===== src/rtl/mm_stage_ctrl.sv =====
// Memory-stage handshake controller: issues data-SRAM requests for MM1, tracks
// outstanding and flush-cancelled responses, and gates the MM1->MM2 advance.
module mm_stage_ctrl #(
    parameter int MAX_OUTST = 2
) (
    input  logic       clk,
    input  logic       rst_n,
    input  logic       mm1_valid,
    input  logic       mm1_mem_req,
    input  logic       mm1_excp,
    input  logic       wb_allowin,
    input  logic       excp_flush,
    output logic       data_sram_req,
    input  logic       data_sram_addr_ok,
    input  logic       data_sram_data_ok,
    output logic       mm1_allowin,
    output logic       mm1_mm2_wen,
    output logic       mm1_mm2_flush,
    output logic       mm2_valid,
    output logic       mm2_data_valid,
    output logic [1:0] outst_cnt
);

    typedef enum logic [1:0] {
        IDLE  = 2'd0,
        REQ   = 2'd1,
        DRAIN = 2'd2
    } state_t;

    state_t     state;
    state_t     state_nxt;
    logic       req_hold;
    logic       req_hold_nxt;
    logic [1:0] cancel_cnt;
    logic [1:0] cancel_nxt;
    logic [1:0] outst_nxt;
    logic [2:0] flush_cancel;
    logic       mm1_sent;
    logic       mm2_mem_pend;

    logic       mm1_need;
    logic       new_req;
    logic       addr_acc;
    logic       mm1_acc;
    logic       data_ret;
    logic       cancel_ret;
    logic       mm1_ready;
    logic       mm2_ready;
    logic       mm2_allowin;
    logic       mm2_leave;

    assign mm1_need = mm1_valid & mm1_mem_req & ~mm1_excp;

    // A fresh request is never started while draining, so any acceptance seen in
    // DRAIN belongs to the held, already-cancelled request.
    assign new_req = mm1_need & ~excp_flush & (outst_cnt < 2'(MAX_OUTST))
                   & (cancel_cnt == 2'd0) & ~mm1_sent & (state != DRAIN);

    // Reset gates the combinational outputs so they read 0 for the whole reset window.
    assign data_sram_req = rst_n & (req_hold | new_req);
    assign mm1_mm2_flush = rst_n & excp_flush;

    assign addr_acc   = data_sram_req & data_sram_addr_ok;
    assign mm1_acc    = addr_acc & (state != DRAIN);
    assign data_ret   = data_sram_data_ok & (outst_cnt != 2'd0);
    assign cancel_ret = data_ret & (cancel_cnt != 2'd0);

    assign mm1_ready      = ~mm1_valid | ~mm1_mem_req | mm1_excp | mm1_sent | mm1_acc;
    assign mm2_data_valid = data_ret & (cancel_cnt == 2'd0) & mm2_valid & mm2_mem_pend;
    assign mm2_ready      = ~mm2_mem_pend | mm2_data_valid;
    assign mm2_leave      = mm2_ready & wb_allowin;
    assign mm2_allowin    = ~mm2_valid | mm2_leave;
    assign mm1_mm2_wen    = mm1_ready & mm2_allowin & ~excp_flush;
    assign mm1_allowin    = ~mm1_valid | mm1_mm2_wen;

    assign outst_nxt    = outst_cnt + {1'b0, addr_acc} - {1'b0, data_ret};
    assign flush_cancel = {1'b0, outst_cnt} + {2'b00, addr_acc} - {2'b00, data_ret};

    // NOTE: combinational blocks use blocking '=' with every output defaulted first,
    // which keeps them free of inferred latches; sequential blocks use '<=' only.
    always_comb begin
        state_nxt    = state;
        cancel_nxt   = cancel_cnt;
        req_hold_nxt = data_sram_req & ~data_sram_addr_ok;
        if (excp_flush) begin
            cancel_nxt = flush_cancel[1:0];
            state_nxt  = ((cancel_nxt != 2'd0) || req_hold_nxt) ? DRAIN : IDLE;
        end else begin
            case (state)
                IDLE, REQ: begin
                    state_nxt = req_hold_nxt ? REQ : IDLE;
                end
                DRAIN: begin
                    cancel_nxt = cancel_cnt + {1'b0, addr_acc} - {1'b0, cancel_ret};
                    state_nxt  = ((cancel_nxt == 2'd0) && !req_hold_nxt) ? IDLE : DRAIN;
                end
                default: begin
                    state_nxt = IDLE;
                end
            endcase
        end
    end

    always_ff @(posedge clk or negedge rst_n) begin
        if (!rst_n) begin
            state <= IDLE;
        end else begin
            state <= state_nxt;
        end
    end

    always_ff @(posedge clk or negedge rst_n) begin
        if (!rst_n) begin
            req_hold   <= 1'b0;
            cancel_cnt <= 2'd0;
            outst_cnt  <= 2'd0;
        end else begin
            req_hold   <= req_hold_nxt;
            cancel_cnt <= cancel_nxt;
            outst_cnt  <= outst_nxt;
        end
    end

    always_ff @(posedge clk or negedge rst_n) begin
        if (!rst_n) begin
            mm1_sent <= 1'b0;
        end else if (excp_flush || mm1_mm2_wen) begin
            mm1_sent <= 1'b0;
        end else if (mm1_acc) begin
            mm1_sent <= 1'b1;
        end
    end

    always_ff @(posedge clk or negedge rst_n) begin
        if (!rst_n) begin
            mm2_valid    <= 1'b0;
            mm2_mem_pend <= 1'b0;
        end else if (excp_flush) begin
            mm2_valid    <= 1'b0;
            mm2_mem_pend <= 1'b0;
        end else if (mm1_mm2_wen) begin
            mm2_valid    <= mm1_valid;
            mm2_mem_pend <= mm1_need;
        end else begin
            if (mm2_leave) begin
                mm2_valid <= 1'b0;
            end
            // The response is a one-cycle pulse; once it has been delivered to a
            // stalled MM2 it must not be matched against the next response.
            if (mm2_data_valid) begin
                mm2_mem_pend <= 1'b0;
            end
        end
    end

endmodule

===== config.mk =====
export PLATFORM = sky130hd
export DESIGN_NAME = mm_stage_ctrl
export DESIGN_NICKNAME = d
export VERILOG_FILES = /design/src/rtl/mm_stage_ctrl.sv
export SDC_FILE = /design/constraint.sdc
export NUM_CORES = 1
export LEC_CHECK = 0
export ABC_AREA = 1
export CAP_MARGIN = 20
export CELL_PAD_IN_SITES_DETAIL_PLACEMENT = 1
export CELL_PAD_IN_SITES_GLOBAL_PLACEMENT = 1
export CORE_MARGIN = 2
export CORE_UTILIZATION = 25
export DETAILED_ROUTE_END_ITERATION = 16
export GPL_TIMING_DRIVEN = 0
export PLACE_DENSITY = 0.57
export SLEW_MARGIN = 20
export SYNTH_ARGS = -nofsm -noshare
export SYNTH_HDL_FRONTEND = slang
export SYNTH_SLANG_ARGS = --single-unit
export TNS_END_PERCENT = 5

===== constraint.sdc =====
create_clock -name clk -period 3 [get_ports clk]
set_input_delay 0.45 -clock clk [delete_from_list [all_inputs] [get_ports clk]]
set_output_delay 0.45 -clock clk [all_outputs]
set_load 0.01 [all_outputs]

# == Yosys cells after proc, flatten, opt, wreduce, memory -nomap -nowiden ==
# Cells that the tools add are included.
# op_classes
n_addsub,6
magnitude_cmp,1
eq_ne,3
mux,15
bitwise,36
n_reduce_logical,15
# op_table
cell,n
bitwise AND 1 bit,20
two-way mux 2 bit,5
nonzero test 2 bit,5
two-way mux 1 bit,9
inverter 1 bit,8
bitwise OR 1 bit,8
adder 2 x 1 -> 2 bit,3
logical NOT 2 bit,3
nonzero test 3 bit,2
subtractor 2 x 1 -> 2 bit,3
one-hot mux 2 bit (2 select lines),1
"equality test 2 x 1 -> 1 bit, second input constant",1
"equality test 2 bit, second input constant",1
logical OR 1 bit,2
"< comparator 2 bit, second input constant",1
"!= test 2 bit, second input constant",1
OR reduction 2 bit,1
logical AND 1 bit,1
logical NOT 1 bit,1
# totals
regBits,10
in_bits,9
output_inout_bits,8
word_cells,83

# == Logic depth before layout (Yosys ltp) ==
# Gate-level depths: netlist of the first run.
# depth
depth_word,17
depth_mapped,15
mapped_depth_nobuf,15

# == Least setup slack after synthesis of the first run ==
# OpenSTA, ideal clock, no wires.
# synth_path
path_kind,input-to-reg
start,input port excp_flush
end,register state[1]
setup_ps,117
t_arrival_ps,2114
required_ps,2883
path_slack_ps,770
path_stages,13
n_path_buf,1
cell_sequence,buf_2 -> nor2_2 -> nand2_2 -> a21boi_4 -> nand2_1 -> ha_1 -> inv_1 -> ha_1 -> xor2_1 -> xnor2_1 -> nand3_1 -> nand2_1 -> nand2_1
# synth_between
elab_chain_cells,16
elab_cells_between_ends,23
cone_classes,add/sub: 4; mux: 4; bitwise: 10; reduce/logical: 5
# synth_rtl
item,line,source
from (decl),12,"input logic excp_flush,"
inverter 1 bit (*),56,assign new_req = mm1_need & ~excp_flush & (outst_cnt < 2'(MAX_OUTST))
bitwise AND 1 bit (*) (2 in series),56,
bitwise AND 1 bit (*) (3 in series),57,& (cancel_cnt == 2'd0) & ~mm1_sent & (state != DRAIN);
bitwise OR 1 bit (*),60,assign data_sram_req = rst_n & (req_hold | new_req);
bitwise AND 1 bit (*),60,
net data_sram_req,13,"output logic data_sram_req,"
bitwise AND 1 bit,63,assign addr_acc = data_sram_req & data_sram_addr_ok;
adder 2 x 1 -> 2 bit,94,"cancel_nxt = cancel_cnt + {1'b0, addr_acc} - {1'b0, cancel_ret};"
subtractor 2 x 1 -> 2 bit,94,
logical NOT 2 bit,95,state_nxt = ((cancel_nxt == 2'd0) && !req_hold_nxt) ? IDLE : DRAIN;
logical AND 1 bit,95,
two-way mux 2 bit,95,
one-hot mux 2 bit (2 select lines),89,case (state)
two-way mux 2 bit (*),85,if (excp_flush) begin
net state_nxt[1],31,state_t state_nxt;
to (signal assigned),108,state <= state_nxt;
to (decl),30,state_t state;
# The timed path passes the listed nets; every way through them passes the cells marked *.
# A chain may end at the register's enable or synchronous reset.

# == Worst setup path in the final report of the first run ==
# layout_path
start,input port mm1_valid
end,output port mm1_mm2_wen
# layout_between
elab_chain_cells,14
elab_cells_between_ends,18
cone_classes,bitwise: 18
# layout_rtl
item,line,source
from (decl),8,"input logic mm1_valid,"
bitwise AND 1 bit (2 in series),52,assign mm1_need = mm1_valid & mm1_mem_req & ~mm1_excp;
bitwise AND 1 bit (2 in series),56,
bitwise AND 1 bit (3 in series),57,
bitwise OR 1 bit,60,
bitwise AND 1 bit,60,
bitwise AND 1 bit,63,
bitwise AND 1 bit,64,assign mm1_acc = addr_acc & (state != DRAIN);
bitwise OR 1 bit (*),68,assign mm1_ready = ~mm1_valid | ~mm1_mem_req | mm1_excp | mm1_sent | mm1_acc;
bitwise AND 1 bit (*) (2 in series),73,assign mm1_mm2_wen = mm1_ready & mm2_allowin & ~excp_flush;
to (decl),17,"output logic mm1_mm2_wen,"
# Mark *: on every way between the ends. The rest lies on a longest branch, timed or not.

==> results.cfg, run 1 <==
[critical_path]
worst-endpoint-arrival_ps = 2420
slowest_delay_ps = 540
startpoint_type = input port
critPathKind = in -> out
required_ps = 2550
cp-end-kind = primary output
crit_family = buffers and inverters
timing.reg2reg.setup_slack_ps = 600
cp_slowest_cell = clkdlybuf4s50_1
crit_chain = clkdlybuf4s50_1 > nand3_1 > nor2_2 > nand2_2 > nand2_1 > nand4_2 > nand2_2 > nand2_2 > nor2_1 > clkdlybuf4s50_1
crit_fanout = 4
crit_top_cell = nand2_2
crit_buf_inv = 2

[final_layout]
final_nets = 119
diodes = 0
syn_to_final_growth_pct = 33.40
fillCellCount = 313
final_common_cell = nand2_1
stdcell_count = 134
mostFrequentLayoutCells = 19 x nand2_1, 17 x inv_1, 13 x clkdlybuf4s50_1
layout-drive-gt1-share_pct = 16.35

[run_status]
status = finished, final reports clean

[clock_network]
cts-hold-fix-buffers = 0
clkTransAtPathRegs_ps = 70
clock_path_buffers = 2
clockRootBuffer = clkbuf_4
cts_tree = yes
htree_levels = 1
cts.sinks = 10
worst_skew_pair.late_latency_ps = 260
cts_buffers = 3

[grt]
grt_max_degree = 14
grt_pass1_vias = 668
grt_usage_pct = 12.03
antenna_found_initial = 0
grt_pass1_wl_microns = 2918
overflow = 0

[floorplanning]
num_rows = 18
start_util_pct = 26.68
core_area_sq_mm = 0.002500
die_y_microns = 55.65
ioPinCount = 17
die_w_microns = 55.65
dieArea_sq_mm = 0.003097

[sta]
max_freq_mhz = 349.0
worstMarginPinSlew_ps = 620.9
layout_min_cycle_time_ps = 2865
finClkSkew_ps = 6.301
min_period_over_period_pct = 95.51
relSlewSlack_pct = 58.54
final-hold-violation-count = 0
maxSlewViolCount = 0
whs_ps = 184.7
setup_viol = 0

[place]
placed_cells = 130
dpl.hpwl_microns = 1327
gp_congestion = 0.7244
io_buffers = 15

[synth]
yosysSeqAreaShare_pct = 37.52
synth_compound_area_share_pct = 8.255
synth_fa_ha_area_share_pct = 7.505
avgSynthCellArea_sq_um = 7.846
synth_xor_area_share_pct = 5.253
synth_area_sq_um = 666.9
yosysTopAreaCell = dfrtp_1
synth.area.top_cells = dfrtp_1 38%, nand2_1 11%, inv_1 9.6%
synth_top_family_by_area = simple AND/OR/NAND/NOR gates
syn-instance-count = 85
synthMuxAreaShare_pct = 0
synthSimpleGateAreaFrac_pct = 31.14
synth_seq_cells = 10
yosys_warnings = 0
synth_top_area_share_pct = 37.52
syn_nets = 98
synth_cell_types = 19

[pwr]
ir_drop_v = 0.0003812
leakage_nw = 0.4632
powerDensity_mw_per_mm2 = 692.0

[route]
viasPerCell = 4.500
drt-total-wl_microns = 1629
ant_nets = 0
dr.first_iter.drc_count = 5
vias = 603
route.detailed.drc = 0
routedWlPerCell_microns = 12.16
drt_pass1_iterations = 3

[job]
drv_cap = 0

[min_path]
hp-class = in -> async
-- cells in the mapped netlist --
library cell   n
nor3_2         1
o21ai_2        1
nand2_1       19
nor2_4         1
a21oi_1        1
a21boi_4       1
ha_1           4
nand2_2        4
nand4_2        1
buf_2          1
o211ai_1       2
xor2_1         1
xnor2_1        3
nand3_1        5
dfrtp_1       10
nor2_1         9
o21a_1         1
nor2_2         3
inv_1         17
-- sequential cells by signal, indices dropped and copies added (netlist names) --
| name | count |
|---|---|
| mm1_sent | 1 |
| mm2_valid | 1 |
| cancel_cnt | 2 |
| req_hold | 1 |
| mm2_mem_pend | 1 |
| outst_cnt | 2 |
| state | 2 |
-- area by class of cell --
cell class	count	area, sq um	area share, %
Timing Repair Buffer	16	162.7	18.28
Clock buffer	3	22.52	2.532
Tap cell	30	37.54	4.219
Multi-Input combinational cell	57	347.8	39.10
Inverter	17	63.81	7.173
Buffer	1	5.005	0.5626
Sequential cell	10	250.2	28.13
-- path summary, 6_finish.rpt --
kind,from,endpoint,cells after the start
max,mm1_valid,mm1_mm2_wen,10
min,rst_n,state[1],1
max reg2reg,cancel_cnt[1],state[1],14
min reg2reg,state[1],state[0],1
max in group asynchronous,rst_n,mm2_valid,1
min in group clk,state[1],state[0],1
-- layer usage --
metal | vias to the layer above | GRT usage [%] | share of wire [%]
met2 | 12 | 20.75 | 48
met5 | - | 0 | 0
met1 | 287 | 14.60 | 47
met4 | 0 | 3.136 | 0
met3 | 0 | 3.488 | 4.9
li1 | 304 | - | -
-- stage by stage --
step	setup TNS, ps	instance area, sq um	utilization, %	power (mW)	setup slack, ps
3_3_place_gp	-51.31	854.6	34.18	0.5184	-51.31
5_1_grt	-8.781	889.6	35.59	0.6860	-8.781
6_report	0	889.6	35.59	0.6156	134.7
2_1_floorplan	0	666.9	-	0.4229	769.8
4_1_cts	0	877.1	35.09	0.6268	78.92
3_5_place_dp	-62.72	854.6	34.18	0.5286	-62.72
-- cell families (layout without fill, tap and decap cells) --
kind of cell	count (synthesis)	count (layout)
and+or+nand+nor	43	43
buffers and inverters	18	37
DFF	10	10
AOI/OAI and AO/OA	6	6
adders and majority gates	4	4
xor gates and xnor gates	4	4
-- where the power goes --
group | switching (mW) | internal, mW
clock network | 0.0472 | 0.0462
logic | 0.170 | 0.143
registers | 0.0350 | 0.173
-- worst reg2reg max path, stage by stage (launching register included) --
cell      delay, ps
dfrtp_1         420
nor2_2          170
nand2_1          80
nor2_2           90
nand2_2          90
a21boi_4        170
nand2_1         120
ha_1            290
inv_1            40
ha_1            180
xor2_1          150
xnor2_1         270
nand3_1         120
nand2_1          70
nand2_1          50
-- repair_timing --
| item | 4_1_cts | 5_1_grt |
|---|---|---|
| endpoints found under the setup margin | 0 | 3 |
| gates resized for setup | 0 | 2 |
| setup buffers | 0 | 1 |
Power figures use the tool's default switching activity.
==> run 2, diff against run 1 <==
- SLEW_MARGIN: 20 -> 10
==> results of run 2 <==
No change in the layout: final DEF, timing and power equal those of run 1.
